## config.mk

```make
export PLATFORM = sky130hd
export DESIGN_NAME = serial_subtractor8
export DESIGN_NICKNAME = d
export VERILOG_FILES = /design/src/rtl/serial_sub_pkg.sv /design/src/rtl/serial_subtractor8_fs.sv /design/src/rtl/serial_subtractor8.sv
export SDC_FILE = /design/constraint.sdc
export NUM_CORES = 1
export LEC_CHECK = 0
export BUFFER_PORTS_ARGS = -buffer_cell sky130_fd_sc_hd__clkbuf_2
export CORE_ASPECT_RATIO = 1.5
export CORE_UTILIZATION = 57
export CTS_CLUSTER_DIAMETER = 50
export DETAILED_ROUTE_END_ITERATION = 10
export GPL_TIMING_DRIVEN = 0
export PLACE_DENSITY_LB_ADDON = 0.25
export SLEW_MARGIN = 20
export SYNTH_ARGS = -nofsm -noshare
export SYNTH_HDL_FRONTEND = slang
export SYNTH_SLANG_ARGS = --single-unit
export TNS_END_PERCENT = 100
```

## constraint.sdc

```tcl
create_clock -name clk -period 6.7 [get_ports clk]
set_clock_uncertainty 0.1 [all_clocks]
set_input_delay 1.34 -clock clk [delete_from_list [all_inputs] [get_ports clk]]
set_output_delay 1.34 -clock clk [all_outputs]
set_load 0.03 [all_outputs]
```

## src/rtl/serial_sub_pkg.sv

```systemverilog
// serial_sub_pkg: shared types and constants for the bit-serial subtractor.
package serial_sub_pkg;
   localparam int SUB_WIDTH = 8;
   localparam int SUB_IDX_W = 3;
   typedef enum logic {IDLE, CALC} state_t;
endpackage

```

## src/rtl/serial_subtractor8_fs.sv

```systemverilog
// full_subtractor1: one-bit full subtractor cell, purely combinational.
module full_subtractor1 (
   input  logic a,
   input  logic b,
   input  logic bin,
   output logic d,
   output logic bout
);
   assign d    = a ^ b ^ bin;
   assign bout = (~a & b) | (~(a ^ b) & bin);
endmodule

```

## src/rtl/serial_subtractor8.sv

```systemverilog
// serial_subtractor8: LSB-first bit-serial a - b with start/busy/done handshake.
// Optional signed overflow output enabled by defining SERIAL_SUB_OVF_EN.
module serial_subtractor8
   import serial_sub_pkg::*;
#(
   parameter int WIDTH = SUB_WIDTH
) (
   input  logic             clk,
   input  logic             rst,
   input  logic             start,
   input  logic [WIDTH-1:0] a,
   input  logic [WIDTH-1:0] b,
   output logic             busy,
   output logic             done,
   output logic [WIDTH-1:0] diff,
   output logic [WIDTH-1:0] borrow,
`ifdef SERIAL_SUB_OVF_EN
   output logic             ovf,
`endif
   output logic             bout
);
   localparam int IW = $clog2(WIDTH);
   localparam logic [IW-1:0] LAST = IW'(WIDTH - 1);
   state_t state;
   logic [IW-1:0] idx;
   logic [WIDTH-1:0] a_r, b_r;
   logic bin, d, bo;
   // The single cell is time-shared; the previous stage's borrow feeds back from the register.
   assign bin = (idx == '0) ? 1'b0 : borrow[idx - IW'(1)];
   full_subtractor1 u_fs (
      .a   (a_r[idx]),
      .b   (b_r[idx]),
      .bin (bin),
      .d   (d),
      .bout(bo)
   );
   always_ff @(posedge clk) begin
      if (rst) begin
         state  <= IDLE;
         idx    <= '0;
         a_r    <= '0;
         b_r    <= '0;
         diff   <= '0;
         borrow <= '0;
         bout   <= 1'b0;
         busy   <= 1'b0;
         done   <= 1'b0;
`ifdef SERIAL_SUB_OVF_EN
         ovf    <= 1'b0;
`endif
      end else if (state == IDLE) begin
         done <= 1'b0;
         if (start) begin
            a_r    <= a;
            b_r    <= b;
            diff   <= '0;
            borrow <= '0;
            bout   <= 1'b0;
            idx    <= '0;
            busy   <= 1'b1;
            state  <= CALC;
`ifdef SERIAL_SUB_OVF_EN
            ovf    <= 1'b0;
`endif
         end
      end else begin
         diff[idx]   <= d;
         borrow[idx] <= bo;
         idx         <= idx + IW'(1);
         if (idx == LAST) begin
            bout  <= bo;
            busy  <= 1'b0;
            done  <= 1'b1;
            state <= IDLE;
`ifdef SERIAL_SUB_OVF_EN
            ovf   <= (a_r[WIDTH-1] != b_r[WIDTH-1]) && (d != a_r[WIDTH-1]);
`endif
         end
      end
   end
endmodule

```

### Word-level counts from Yosys, hierarchy flattened

Index checks and enable logic that the tools add are counted.

* register bits: 39
* output and inout port bits: 19
* logic and storage cells: 55
* input bits: 19

* equality and inequality tests: 2
* reductions and logical operators: 6
* bitwise gates (word level): 8
* add/subtract/negate cells: 2
* $lt $le $gt $ge: 3
* muxes and demuxes: 25

Operator list (count)
* 2-to-1 mux 8 bit: 3
* bitwise mux 8 bit: 2
* 2-to-1 mux 1 bit: 14
* binary-select mux 1 bit (select 3 bit): 3
* less-than comparator 3 x 4 -> 1 bit, second input constant: 2
* 2-to-1 mux 3 bit: 2
* AND reduction 2 bit: 2
* adder 3 x 1 -> 3 bit, second input constant: 1
* demux 1 bit (select 3 bit): 1
* equality test 3 bit, second input constant: 1
* greater-or-equal comparator 3 x 1 -> 1 bit, second input constant: 1
* logical NOT 3 bit: 1
* NOT 1 bit: 3
* subtractor 3 x 1 -> 3 bit, second input constant: 1
* AND 1 bit: 2
* inequality test 2 x 1 -> 1 bit, second input constant: 1
* nonzero test 2 bit: 1
* OR reduction 2 bit: 1
* XOR 1 bit: 2
* logical AND 1 bit: 1
* OR 1 bit: 1

### Logic depth before layout (Yosys ltp)

* word-level depth: 8
* gate-level depth with buffers: 11
* depth with buffers taken out: 8

### Cells and area by module

Synthesis repeated with hierarchy kept, for this count alone.

* cells, all modules: 216
* area, all modules: 1843.0 µm²

By module, submodules not included
* serial_subtractor8: instances 1, cells each 212, sequential area each 780.7 µm², area each 1811.7 µm²
* full_subtractor1: instances 1, cells each 4, sequential area each 0.0 µm², area each 31.3 µm²

### Worst setup path after synthesis

No wires, ideal clock.

* kind: reg2reg
* start: register idx[0]
* end: register diff[7]
* path buffers: 2
* setup slack: 4.014 ns
* cell stages (with the launch flop): 11
* setup time: 0.071 ns
* data arrival time: 2.516 ns
* clock period less this slack: 2.686 ns
* cells stage by stage: dfxtp_1 > buf_4 > buf_2 > inv_1 > ha_1 > mux4_2 > nand3_1 > nand3_1 > fa_1 > or2_1 > a21oi_1

* longest elaborated chain between the ends: 7

RTL lines
* start, declared: line serial_subtractor8.sv:25 `logic [IW-1:0] idx;`
* start signal, assigned: line serial_subtractor8.sv:69 `idx <= idx + IW'(1);`
* subtractor 3 x 1 -> 3 bit: line serial_subtractor8.sv:29 `assign bin = (idx == '0) ? 1'b0 : borrow[idx - IW'(1)];`
* binary-select mux 1 bit (select 3 bit): line serial_subtractor8.sv:29
* 2-to-1 mux 1 bit (not written as such): line serial_subtractor8.sv:29
* 2-to-1 mux 1 bit: line serial_subtractor8.sv:29
* XOR 1 bit: line serial_subtractor8_fs.sv:9 `assign d = a ^ b ^ bin;`
* bitwise mux 8 bit (*): line serial_subtractor8.sv:67 `diff[idx] <= d;`
* 2-to-1 mux 8 bit (*): line serial_subtractor8.sv:51 `end else if (state == IDLE) begin`
* end signal, assigned: line serial_subtractor8.sv:43 `diff <= '0;`
* end signal, assigned: line serial_subtractor8.sv:56 `diff <= '0;`
* end signal, assigned by index: line serial_subtractor8.sv:67
* end, declared: line serial_subtractor8.sv:15 `output logic [WIDTH-1:0] diff,`

Mark *: on every way between the ends. The rest lies on a longest branch, timed or not. The select of a mux whose other input is x is not followed.
A chain may end at the register's enable or synchronous reset.

### Worst setup path after layout

* start: register idx[0]
* end: register diff[0]

The elaborated chain is that of the path after synthesis.

==> results.md <==
* CTS Buf Count at 5
* RSZ-0062 raised after global routing: no
* Min-delay src: b_r[4]
* Die Y at 71.7 µm
* Hold-fix buffers at CTS at 0
* Synth warn at 0
* Final min period at 3240 ps
* Worst slew pin tran at 555 ps
* Kind of critical path: flip-flop to flip-flop
* Worst Setup Start Kind: flip-flop
* GRT Total Usage at 0.267
* Crit path cell chain: buf_4, buf_2, inv_1, ha_1, mux4_2, nand3_1, nand3_1, fa_1, or2_0, a21oi_1
* Vias in the first global route at 1659
* Worst setup startpoint: idx[0]
* Worst Hold Slack at 355 ps
* Worst-path cell with the longest stage delay: fa_1
* Peak supply drop at 0.000193 V
* Root buffer cell: clkbuf_8
* Max Transition Viols Final at 0
* Hpwl dp at roughly 3000 µm
* Syn_area_per_cell at 8.55 µm²
* Clock sink count at 39
* FMAX at 0.309 GHz
* Mean number of vias per cell at ~5.7
* Postcts setup bufs at 0
* Crit path required time at 6800 ps
* Post-layout util at 0.720
* Worst path bufs/invs at 3
* Die area at 3480 µm²
* Largest stage delay on the critical path at 570 ps
* Min-Delay Path Class: flip-flop to flip-flop
* Final ANT Viol Nets at 0
* Chip width at 48.5 µm
* # setup viols final at 0
* Reg2Reg Launch Point: idx[0]
* Unique masters post-synth at 36
* Synth Register Bits at 39
* Vias at 1691
* Ports at 38
* Initial Util at 0.615
* GRT overflow at 0
* Fin crit share at 0.483
* Normalized max-slew margin at 0.630
* CP Depth at 10
* Clock transition at path regs at 80 ps
* Post-Syn Area at 1850 µm²
* Worst skew pair latency at 290 ps
* Average wire per standard cell at 13.6 µm
* CP most frequent cell: nand3_1
* Lkg Pwr at ~0.85 nW
* Hold Vio Cnt, Final at 0
* Syn nets at 240
* CP Capture Type: flip-flop
* Core area at around 3000 µm²
* Cell area power density at about 210 nW/µm²
* Status: finished clean
* N_diodes at 0
* # rows at 24
* Most frequent cells in the layout: dfxtp_1 (39), a21oi_1 (37), nand2_1 (36), clkbuf_2 (36), nand3_1 (23)
* Share of layout cells above drive strength 1 at 0.232
* Post-synthesis sequential area ratio at 0.423
* I/O Buffers at 36
* Most common cell after layout, fill and taps aside: dfxtp_1
* Top delay family on crit path: adder cells
* Arrival @ worst endpoint at 3340 ps
* Crit-path max FO at 10
* Placer congestion estimate at 0.885
* # resized after CTS at 0
* Initial antenna violation count at 0
* Max Root-Sink Buffers at 2
* Worst setup path endpoint: diff[0]
* Largest net degree at the start of global routing at 12
* CTS tree: yes
* Fillers at 261
* First-pass GRT wire length at around 7100 µm
* Dpl cells at a little under 300
* Pre-Repair DR Iteration Count at 4
* H-tree depth at 2
* Net count, final at 283
* Setup_tns at 0 ps
* DRC at 0
* Worst R2R End: diff[0]
* Routed wire length at 4060 µm
* DR iter-0 viols at 39
* Finished Layout Cells at 298
* Post-synthesis cell count at 216
* Worst r2r path cells at 10
* MaxCap Viol Count at 0
* Area delta synth->final at 17.1%
* FF-to-FF setup slack at 3460 ps
synth_stat cells (all sizes together):
cell type,count,area [µm²]
o311ai,2,17.5
inv,2,7.51
nand4bb,2,22.5
mux2i,3,30.0
dfxtp,39,781
a21oi,37,185
nand4,3,18.8
a32oi,1,8.76
o221ai,1,8.76
nor2,7,26.3
nand3b,1,7.51
nor3b,6,45.0
o21ai,1,5.00
fa,1,20.0
or2,7,43.8
mux2,1,11.3
nor2b,5,31.3
mux4,4,93.8
and2,1,6.26
a2bb2oi,1,8.76
ha,4,50.1
nand4b,3,26.3
buf,12,65.1
nor3,1,5.00
nand2,36,135
clkbuf,6,22.5
or4b,1,13.8
a31oi,1,6.26
o211ai,1,7.51
nand2b,2,12.5
nand3,23,115
dlygate4sd1,1,8.76
layout make-up:
| class | instances | area [µm²] | area share |
|---|---|---|---|
| multi-input combinational | 156 | 962 | 0.445 |
| sequential | 39 | 781 | 0.361 |
| clock inverter | 1 | 5.00 | 0.00231 |
| clock buffer | 6 | 82.6 | 0.0382 |
| timing repair buffer | 36 | 180 | 0.0833 |
| tap | 39 | 48.8 | 0.0226 |
| inverter | 2 | 7.51 | 0.00347 |
| buffer | 19 | 96.3 | 0.0445 |
kinds of logic after synthesis:
family | after synthesis | synth area share
simple gates | 98 | 0.276
fa+ha+maj | 5 | 0.0379
mux | 8 | 0.0732
compound gates | 45 | 0.134
flops | 39 | 0.423
buf+inv | 21 | 0.0562
flip-flops by register name, summed over array words and instances, names as in the netlist:
signal and flops:
a_r 8, b_r 8, borrow 8, diff 8
idx 3, bout 1, busy 1, done 1
state 1
worst min-delay path by stage:
| stage | end | slack (ps) | cells after the start |
|---|---|---|---|
| after floorplan | a_r[1] | 330 | 2 |
| after global placement | b_r[5] | 340 | 2 |
| after detailed placement | b_r[4] | 350 | 2 |
| after CTS | b_r[4] | 360 | 2 |
| after global routing | b_r[4] | 370 | 2 |
| final | b_r[4] | 350 | 2 |
per-stage QoR:
step	instance area (µm²)	total power [mW]	worst slack, ps
after floorplan	1850	0.291	4010
after global placement	2080	0.308	3600
after detailed placement	2080	0.310	3550
after CTS	2160	0.464	3480
after global routing	2160	0.482	3260
final	2160	0.463	3460
worst reg2reg max path, cell delays in order (launching register included):
cell and delay [ps]:
dfxtp_1 500, buf_4 240, buf_2 230, inv_1 120
ha_1 390, mux4_2 360, nand3_1 100, nand3_1 100
fa_1 570, or2_0 260, a21oi_1 190
report_power, final:
group	switching (mW)	internal (mW)	total [mW]
Sequential	0.00513	0.240	0.245
Clock	0.0777	0.0807	0.158
Combinational	0.0360	0.0237	0.0597
layer usage:
| metal | vias up | global-route usage | wire (µm) |
|---|---|---|---|
| li1 | 841 | - | - |
| met1 | 792 | 0.272 | 1610 |
| met4 | 0 | 0.101 | 42 |
| met5 | - | 0 | 0 |
| met2 | 54 | 0.526 | 2200 |
| met3 | 4 | 0.0531 | 206 |
(Power assumes the default switching activity.)
